==> src/rtl/core_pkg.sv <==
// Shared widths, reservation-station entry layout and operand tag helper
// for the integer execute path.
package core_pkg;

    localparam int ROBID_W = 7;
    localparam int OP_W    = 5;
    localparam int RD_W    = 6;
    localparam int XLEN    = 32;

    typedef struct packed {
        logic               valid;
        logic [OP_W-1:0]    op;
        logic [ROBID_W-1:0] robid;
        logic [RD_W-1:0]    rd;
        logic               r1;
        logic [XLEN-1:0]    v1;
        logic               r2;
        logic [XLEN-1:0]    v2;
        logic [XLEN-1:0]    imm;
    } exers_entry_t;

    // An operand that is not yet ready carries its producer tag in the low bits.
    function automatic logic [ROBID_W-1:0] tag_of(input logic [XLEN-1:0] opnd);
        return opnd[ROBID_W-1:0];
    endfunction

endpackage

==> src/rtl/exers_age.sv <==
// Age matrix for the reservation station: age_r[i][j]=1 means entry i is
// older than entry j. Produces a one-hot oldest-ready vector.
module exers_age #(
    parameter int DEPTH = 8
) (
    input  logic             clk,
    input  logic             rst,
    input  logic             flush,
    input  logic [DEPTH-1:0] wr,
    input  logic [DEPTH-1:0] valid,
    input  logic [DEPTH-1:0] free,
    input  logic [DEPTH-1:0] ready,
    output logic [DEPTH-1:0] oldest
);

    logic [DEPTH-1:0][DEPTH-1:0] age_r;
    logic [DEPTH-1:0]            blk_s;

    // Matrix update: a new entry is younger than every surviving valid entry.
    always_ff @(posedge clk or negedge rst) begin
        if (!rst) begin
            age_r <= '0;
        end else if (flush) begin
            age_r <= '0;
        end else begin
            for (int i = 0; i < DEPTH; i++) begin
                for (int j = 0; j < DEPTH; j++) begin
                    if (wr[i]) begin
                        age_r[i][j] <= 1'b0;
                    end else if (wr[j]) begin
                        age_r[i][j] <= valid[i] & ~free[i];
                    end else if (free[i] | free[j]) begin
                        age_r[i][j] <= 1'b0;
                    end else begin
                        age_r[i][j] <= age_r[i][j];
                    end
                end
            end
        end
    end

    // An entry is blocked when some older entry is also ready.
    always_comb begin
        blk_s = '0;
        for (int i = 0; i < DEPTH; i++) begin
            for (int j = 0; j < DEPTH; j++) begin
                if ((i != j) && ready[j] && age_r[j][i]) begin
                    blk_s[i] = 1'b1;
                end else begin
                    blk_s[i] = blk_s[i];
                end
            end
        end
        oldest = ready & ~blk_s;
    end

endmodule

==> src/rtl/exers.sv <==
// Integer execute reservation station: captures renamed ops, snoops the CDB
// for source tags and issues the oldest ready op through a registered port.
module exers
    import core_pkg::*;
#(
    parameter int DEPTH = 8,
    parameter int IDXW  = 3
) (
    input  logic                clk,
    input  logic                rst,
    input  logic                rename_exers_write,
    input  logic [OP_W-1:0]     rename_op,
    input  logic [ROBID_W-1:0]  rename_robid,
    input  logic [RD_W-1:0]     rename_rd,
    input  logic                rename_op1ready,
    input  logic [XLEN-1:0]     rename_op1,
    input  logic                rename_op2ready,
    input  logic [XLEN-1:0]     rename_op2,
    input  logic [XLEN-1:0]     rename_imm,
    output logic                exers_stall,
    input  logic                wb_valid,
    input  logic [ROBID_W-1:0]  wb_robid,
    input  logic [XLEN-1:0]     wb_result,
    input  logic                alu_stall,
    output logic                exers_issue_valid,
    output logic [OP_W-1:0]     exers_issue_op,
    output logic [ROBID_W-1:0]  exers_issue_robid,
    output logic [RD_W-1:0]     exers_issue_rd,
    output logic [XLEN-1:0]     exers_issue_op1,
    output logic [XLEN-1:0]     exers_issue_op2,
    output logic [XLEN-1:0]     exers_issue_imm,
    input  logic                rob_flush
);

    exers_entry_t     ent_r [DEPTH];
    exers_entry_t     new_ent_s;
    exers_entry_t     sel_ent_s;
    logic [DEPTH-1:0] valid_s;
    logic [DEPTH-1:0] free_s;
    logic [DEPTH-1:0] ready_s;
    logic [DEPTH-1:0] wr_oh_s;
    logic [DEPTH-1:0] oldest_s;
    logic [DEPTH-1:0] sel_oh_s;
    logic [DEPTH-1:0] wake1_s;
    logic [DEPTH-1:0] wake2_s;
    logic [IDXW:0]    free_cnt_s;
    logic             issue_ld_s;
    logic             sel_any_s;

    // Per-entry status and CDB tag compare, all from registered state.
    for (genvar g = 0; g < DEPTH; g++) begin : g_ent
        assign valid_s[g] = ent_r[g].valid;
        assign ready_s[g] = ent_r[g].valid & ent_r[g].r1 & ent_r[g].r2;
        assign wake1_s[g] = wb_valid & ent_r[g].valid & ~ent_r[g].r1
                          & (tag_of(ent_r[g].v1) == wb_robid);
        assign wake2_s[g] = wb_valid & ent_r[g].valid & ~ent_r[g].r2
                          & (tag_of(ent_r[g].v2) == wb_robid);
    end

    assign free_s = ~valid_s;

    // Lowest set bit of the free vector; empty when full, which drops the write.
    assign wr_oh_s = rename_exers_write
                   ? (free_s & (~free_s + {{(DEPTH-1){1'b0}}, 1'b1}))
                   : {DEPTH{1'b0}};

    // Free slot count from registered valid bits only.
    always_comb begin
        free_cnt_s = '0;
        for (int i = 0; i < DEPTH; i++) begin
            free_cnt_s = free_cnt_s + {{IDXW{1'b0}}, free_s[i]};
        end
    end

    // Same as (free - write) == 0 for legal traffic, and stays asserted when full.
    assign exers_stall = (free_cnt_s <= {{IDXW{1'b0}}, rename_exers_write});

    // Incoming entry, capturing a same-cycle CDB result for a waiting operand.
    always_comb begin
        new_ent_s.valid = 1'b1;
        new_ent_s.op    = rename_op;
        new_ent_s.robid = rename_robid;
        new_ent_s.rd    = rename_rd;
        new_ent_s.imm   = rename_imm;
        if (rename_op1ready) begin
            new_ent_s.r1 = 1'b1;
            new_ent_s.v1 = rename_op1;
        end else if (wb_valid && (tag_of(rename_op1) == wb_robid)) begin
            new_ent_s.r1 = 1'b1;
            new_ent_s.v1 = wb_result;
        end else begin
            new_ent_s.r1 = 1'b0;
            new_ent_s.v1 = rename_op1;
        end
        if (rename_op2ready) begin
            new_ent_s.r2 = 1'b1;
            new_ent_s.v2 = rename_op2;
        end else if (wb_valid && (tag_of(rename_op2) == wb_robid)) begin
            new_ent_s.r2 = 1'b1;
            new_ent_s.v2 = wb_result;
        end else begin
            new_ent_s.r2 = 1'b0;
            new_ent_s.v2 = rename_op2;
        end
    end

    exers_age #(
        .DEPTH (DEPTH)
    ) u_age (
        .clk    (clk),
        .rst    (rst),
        .flush  (rob_flush),
        .wr     (wr_oh_s),
        .valid  (valid_s),
        .free   (sel_oh_s),
        .ready  (ready_s),
        .oldest (oldest_s)
    );

    assign issue_ld_s = ~exers_issue_valid | ~alu_stall;
    assign sel_oh_s   = issue_ld_s ? oldest_s : {DEPTH{1'b0}};
    assign sel_any_s  = |sel_oh_s;

    // One-hot mux of the selected entry; all zero when nothing is selected.
    always_comb begin
        sel_ent_s = '0;
        for (int i = 0; i < DEPTH; i++) begin
            if (sel_oh_s[i]) begin
                sel_ent_s = ent_r[i];
            end else begin
                sel_ent_s = sel_ent_s;
            end
        end
    end

    // Entry storage: flush beats write and wakeup; selection frees the slot.
    always_ff @(posedge clk or negedge rst) begin
        if (!rst) begin
            for (int i = 0; i < DEPTH; i++) begin
                ent_r[i] <= '0;
            end
        end else if (rob_flush) begin
            for (int i = 0; i < DEPTH; i++) begin
                ent_r[i].valid <= 1'b0;
            end
        end else begin
            for (int i = 0; i < DEPTH; i++) begin
                if (wr_oh_s[i]) begin
                    ent_r[i] <= new_ent_s;
                end else begin
                    if (sel_oh_s[i]) begin
                        ent_r[i].valid <= 1'b0;
                    end
                    if (wake1_s[i]) begin
                        ent_r[i].r1 <= 1'b1;
                        ent_r[i].v1 <= wb_result;
                    end
                    if (wake2_s[i]) begin
                        ent_r[i].r2 <= 1'b1;
                        ent_r[i].v2 <= wb_result;
                    end
                end
            end
        end
    end

    // Issue register: reloads whenever empty or the ALU accepts, else holds.
    always_ff @(posedge clk or negedge rst) begin
        if (!rst) begin
            exers_issue_valid <= 1'b0;
            exers_issue_op    <= '0;
            exers_issue_robid <= '0;
            exers_issue_rd    <= '0;
            exers_issue_op1   <= '0;
            exers_issue_op2   <= '0;
            exers_issue_imm   <= '0;
        end else if (rob_flush) begin
            exers_issue_valid <= 1'b0;
            exers_issue_op    <= '0;
            exers_issue_robid <= '0;
            exers_issue_rd    <= '0;
            exers_issue_op1   <= '0;
            exers_issue_op2   <= '0;
            exers_issue_imm   <= '0;
        end else if (issue_ld_s) begin
            exers_issue_valid <= sel_any_s;
            exers_issue_op    <= sel_ent_s.op;
            exers_issue_robid <= sel_ent_s.robid;
            exers_issue_rd    <= sel_ent_s.rd;
            exers_issue_op1   <= sel_ent_s.v1;
            exers_issue_op2   <= sel_ent_s.v2;
            exers_issue_imm   <= sel_ent_s.imm;
        end
    end

endmodule

==> config.mk <==
export PLATFORM = sky130hd
export DESIGN_NAME = exers
export DESIGN_NICKNAME = d
export VERILOG_FILES = /design/src/rtl/core_pkg.sv /design/src/rtl/exers_age.sv /design/src/rtl/exers.sv
export SDC_FILE = /design/constraint.sdc
export NUM_CORES = 2
export LEC_CHECK = 0
export CAP_MARGIN = 30
export CORE_MARGIN = 5
export CORE_UTILIZATION = 61
export CTS_CLUSTER_DIAMETER = 60
export DETAILED_ROUTE_END_ITERATION = 7
export DONT_BUFFER_PORTS = 1
export PLACE_DENSITY = 0.78
export RECOVER_POWER = 50
export SYNTH_ARGS = -nofsm -noshare
export SYNTH_HDL_FRONTEND = slang
export SYNTH_SLANG_ARGS = --single-unit
==> constraint.sdc <==
create_clock -name clk -period 4.8 [get_ports clk]
set_input_delay 0.96 -clock clk [delete_from_list [all_inputs] [get_ports clk]]
set_output_delay 0.96 -clock clk [all_outputs]
set_load 0.01 [all_outputs]
Yosys cells after proc, flatten, opt, wreduce, memory -nomap -nowiden
Index checks and enable logic that the tools add are counted.

word-level totals
  bits in registers = 1107
  bits of input ports = 161
  output and inout port bits = 116
  word-level logic and storage cells = 703

operators by class
  $add $sub $neg = 8
  magnitude comparators = 1
  equal/unequal tests = 18
  multiplexer cells = 280
  bitwise gates (word level) = 125
  reductions and logical operators = 136

operator list
  kind                                         number
  2-to-1 mux 116 bit                           8
  2-to-1 mux 33 bit                            20
  2-to-1 mux 66 bit                            8
  2-to-1 mux 1 bit                             229
  2-to-1 mux 32 bit                            6
  equality test 7 bit                          18
  nonzero test 4 bit                           28
  bitwise AND 1 bit                            64
  2-to-1 mux 63 bit                            1
  logical AND 1 bit                            58
  AND reduction 2 bit                          24
  nonzero test 2 bit                           17
  bitwise OR 1 bit                             29
  inverter 1 bit                               27
  inverter 8 bit                               3
  nonzero test 3 bit                           8
  adder 4 x 1 -> 4 bit                         4
  bitwise AND 8 bit                            2
  2-to-1 mux 8 bit                             2
  2-to-1 mux 7 bit                             2
  2-to-1 mux 6 bit                             2
  2-to-1 mux 5 bit                             2
  adder 8 x 1 -> 8 bit, second input constant  1
  OR reduction 8 bit                           1
  4 further kinds                              4

Logic depth before layout (Yosys ltp)
  word-level depth = 23
  mapped depth = 11
  mapped depth without buffers = 11

Cells and area by module
A second synthesis with hierarchy kept.

unflattened totals
  cell total of the unflattened synthesis = 6031
  area total of the unflattened synthesis = 56584.3 um^2

modules (own cells, without submodules)
  module     times used  cells each  area each (um^2)  seq. area each (um^2)
  exers      1           5783        53956.7           26300.2
  exers_age  1           248         2627.5            1401.3

Worst setup path before layout
OpenSTA, ideal clock, no wires.

  path kind = register to output
  from = reg ent_r[584] (netlist name)
  to = out exers_stall
  arrival = 3.104 ns
  required time = 3.840 ns
  slack = 0.736 ns
  cell stages (with the launch flop) = 11
  path buffers = 0
  path through = dfrtp_1 fa_1 inv_1 fa_1 inv_1 fa_1 inv_1 ha_1 fa_1 o21a_1 nor3_1

on the way
  longest elaborated chain between the ends = 7

ends and longest elaborated chain
  element                                  line         source
  inverter 8 bit                           exers.sv:60  assign free_s = ~valid_s;
  adder 3 x 1 -> 4 bit                     exers.sv:71  free_cnt_s = free_cnt_s + {{IDXW{1'b0}}, free_s[i]};
  adder 4 x 1 -> 4 bit (4 in series)       exers.sv:71
  less-or-equal comparator 4 x 1 -> 1 bit  exers.sv:76  assign exers_stall = (free_cnt_s <= {{IDXW{1'b0}}, rename_exers_write});
  to (decl)                                exers.sv:20  output logic exers_stall,

No other way between the ends.

Worst setup path in the final report
  from = reg ent_r[584] (netlist name)
  to = reg u_age.age_r[20] (netlist bit)

on the way
  longest elaborated chain between the ends = 16
  elaborated cells on any way between the ends = 28
  those cells by class = add/sub (1); mux (14); bitwise (10); reduce/logical (3)

ends and longest elaborated chain
  element                          line             source
  bitwise AND 1 bit (2 in series)  exers.sv:53      assign ready_s[g] = ent_r[g].valid & ent_r[g].r1 & ent_r[g].r2;
  logical AND 1 bit                exers_age.sv:47  if ((i != j) && ready[j] && age_r[j][i]) begin
  2-to-1 mux 1 bit (5 in series)   exers_age.sv:47
  inverter 8 bit                   exers_age.sv:54  oldest = ready & ~blk_s;
  bitwise AND 8 bit                exers_age.sv:54
  2-to-1 mux 8 bit                 exers.sv:121     assign sel_oh_s = issue_ld_s ? oldest_s : {DEPTH{1'b0}};
  inverter 1 bit                   exers_age.sv:31  age_r[i][j] <= valid[i] & ~free[i];
  bitwise AND 1 bit                exers_age.sv:31
  2-to-1 mux 1 bit                 exers_age.sv:30  end else if (wr[j]) begin
  2-to-1 mux 1 bit                 exers_age.sv:28  if (wr[i]) begin
  2-to-1 mux 63 bit                exers_age.sv:23  end else if (flush) begin
  to (signal, indexed assignment)  exers_age.sv:31
  to (signal, indexed assignment)  exers_age.sv:35  age_r[i][j] <= age_r[i][j];
  to (decl)                        exers_age.sv:16  logic [DEPTH-1:0][DEPTH-1:0] age_r;

Several ways; a longest one is shown, not always the timed one.
A chain may end at the register's enable or synchronous reset.

==> out/metrics.yaml <==
run_status:
  status: "finished, violations left"
  failed_checks: "max-capacitance violations, max-slew violations, negative setup slack"
global_route:
  grt_pass1_wl_um: 279000
  first_global_vias: 45800
  globalRoute.totalOverflow: 0
  grt_max_degree: 1108
  antenna_found_initial: 10
  grt_usage: 0.362
placement:
  dp_slack_ns: 0.315
  gp_congestion: 0.952
  io_buffers: 0
  dp_hpwl_um: 106000
clock_tree:
  clk_latency_ns: 0.72
  cts_tree: "yes"
  htree_levels: 3
  cts.path.max_buffers: 3
  cts_buffers: 116
  cts.sink_count: 1107
  clk_pin_slew_ns: 0.06
  cts_root_buffer: "clkbuf_16"
setup_path:
  setup.worst_path.end: "u_age.age_r[20]$_DFFE_PN0P_"
  cp-end-kind: "register"
  required_ns: 5.38
  cp.arrival_ns: 5.48
  start_kind: "register"
  worstPathMaxFanout: 89
  crit_type: "register to register"
  reg2reg_depth: 9
  critPathLaunch: "ent_r[584]$_DFFE_PN0P_"
  worst-r2r-setup-slack_ns: -0.1
  r2r-end: "u_age.age_r[20]$_DFFE_PN0P_"
  r2r_start: "ent_r[584]$_DFFE_PN0P_"
layout:
  synthToLayoutAreaGrowth_pct: 8.16
  layout-drive-gt1-share: 0.133
  fin_nets: 5531
  final_core_util: 0.666
  fillers: 7079
power_and_ir_drop:
  total_leakage_power_nw: 30.9
  irDropWorstVdd_mv: 0.283
  cellPowerDensity_mw_per_mm2: 355
sta:
  finClkSkew_ns: 0.0216
  tightestPinTransition_ns: 2.82
  final_max_slew_viol_count: 1086
  maxSlewHeadroom: -0.879
  tns_ns: -0.461
  max_freq_mhz: 204
  rsz0062_at_grt: "yes"
  hold_viol: 0
  period_minus_slack_ns: 4.90
  fin_ws_ns: -0.0989
  setup_viol: 18
  period_share: 1.02
logic_synthesis:
  synth.most_common_cell: "dfrtp_1"
  synth_top_area_frac: 0.490
  synth_edf_count: 0
  ys.flop_type: "dfrtp_1"
  synth_cell_types: 68
  async_reset_ff_frac: 1.00
  synthTopCellsByCount: "dfrtp_1 (1107), nand2_1 (771), a211oi_1 (450), a21o_1 (448), clkbuf_1 (430)"
  synth_area_mm2: 0.0565
  synthCells: 5667
  ys_seq_elements: 1107
  synth_top_area_cell: "dfrtp_1"
  seq_area_frac_synth: 0.490
  ys_top_cells_by_area: "dfrtp_1 (49%), mux2_2 (7.5%), a211oi_1 (6.0%), a21o_1 (6.0%), nand2_1 (5.1%)"
  syn-num-nets: 5838
  avgSynthCellArea_um2: 9.97
  synth_warnings: 0
routing:
  vias: 46200
  dr.pass1.iters: 8
  wl_um: 182000
  drtIter0Drc: 5628
  detail-route-antenna-nets: 0
  route.detailed.drc: 0
  wl_per_cell_um: 27.2
  viasPerCell: 6.89
die:
  fp.dieW_um: 314
  num_rows: 111
  coreArea_mm2: 0.0918
  fp.dieArea_mm2: 0.0988
  initial_core_util: 0.615
  die_h_um: 314
  ios: 277
worst_hold_path:
  hold_class: "input pin to register"
run:
  cap_viol_max_count: 16
per-stage QoR:
step	power [W]	instances	hold slack [ns]	cell area, um2
after floorplan	0.0121	5667	0.437	56500
after detailed placement	0.0127	6474	0.454	57300
after global placement	0.0126	6470	0.449	57200
after global routing	0.0225	6696	0.301	61100
after CTS	0.0216	6684	0.00153	61100
final	0.0217	6702	0.328	61100
cells by family (layout without fill, tap and decap cells):
family / Yosys count / count (layout) / synth area share
and+or+nand+nor: 1607 / 1607 / 0.131
buffers and inverters: 679 / 464 / 0.0483
AOI/OAI and AO/OA: 1694 / 1694 / 0.221
other: 0 / 7 / 0
DFF: 1107 / 1107 / 0.490
adders and majority gates: 10 / 10 / 0.00275
muxes: 444 / 444 / 0.0871
xor gates and xnor gates: 126 / 126 / 0.0195
critical path: stages (launching register included):
cell and delay [ns]:
dfrtp_1 0.40, clkbuf_4 0.14, clkbuf_1 0.37, and3_1 0.47
a22o_1 0.26, a2111oi_2 0.27, buf_2 1.67, nor2_1 0.70
nand3_1 0.29, o21ai_0 0.14
final cells by class:
type                       count  area, um2  share of cell area
antenna                        7       17.5            0.000287
clock buffer                 183       3570              0.0584
clock inverter                27        223             0.00365
inverter                     136        510             0.00835
multi-input combinational   3881      26400               0.432
sequential                  1107      27700               0.453
tap                         1243       1560              0.0255
timing repair buffer         118       1150              0.0189
how the worst min path moves through the flow:
stage                            from                         end  slack (ns)  depth (start not counted)
6_report                    rob_flush      ent_r[818]$_DFFE_PN0P_        0.33                          1
3_5_place_dp   ent_r[358]$_DFFE_PN0P_      ent_r[358]$_DFFE_PN0P_        0.45                          2
3_3_place_gp   ent_r[379]$_DFFE_PN0P_      ent_r[379]$_DFFE_PN0P_        0.45                          2
4_1_cts                           rst      ent_r[691]$_DFFE_PN0P_       0.002                          0
5_1_grt                     rob_flush  u_age.age_r[8]$_DFFE_PN0P_        0.30                          1
2_1_floorplan  ent_r[351]$_DFFE_PN0P_      ent_r[351]$_DFFE_PN0P_        0.44                          2
timing repair:
action,in CTS,in global routing
setup buffers,0,1
hold buffers,0,1
pin swaps,4,3
gates resized for setup,6,1
endpoints found under the setup margin,1,1
endpoints found under the hold margin,0,13
cell usage in the layout, fill, tap and decap left out, types with 112 or more instances in the layout:
cell | Yosys | routed
a21o_1 | 448 | 448
o211ai_1 | 113 | 113
a211oi_1 | 450 | 449
mux2_2 | 378 | 378
and3_1 | 121 | 120
and2_1 | 231 | 230
o41ai_1 | 112 | 112
nor2_1 | 291 | 284
a221oi_1 | 114 | 114
inv_1 | 136 | 135
dfrtp_1 | 1107 | 1107
o31ai_1 | 115 | 115
clkbuf_16 | 0 | 117
a31oi_1 | 119 | 115
nand2_1 | 771 | 770
flip-flops by register name, indices dropped and copies added, names as in the netlist:
name               count
ent_r                936
exers_issue_imm       32
exers_issue_op         5
exers_issue_op1       32
exers_issue_op2       32
exers_issue_rd         6
exers_issue_robid      7
exers_issue_valid      1
u_age.age_r           56
report_power, final:
| group | internal (W) | switching (W) | total [W] |
|---|---|---|---|
| Clock | 0.00516 | 0.00379 | 0.00896 |
| Combinational | 0.000957 | 0.00126 | 0.00222 |
| Sequential | 0.0100 | 0.000497 | 0.0105 |
layer usage:
layer  up-vias  routed length (um)  GRT usage
li1      20000                   -          -
met1     23000               69000      0.462
met2      2627               83200      0.574
met3       621               19700     0.0989
met4         2               10100      0.182
met5         -                  10   0.000494
Note: power is estimated with default switching activity, not from simulation.
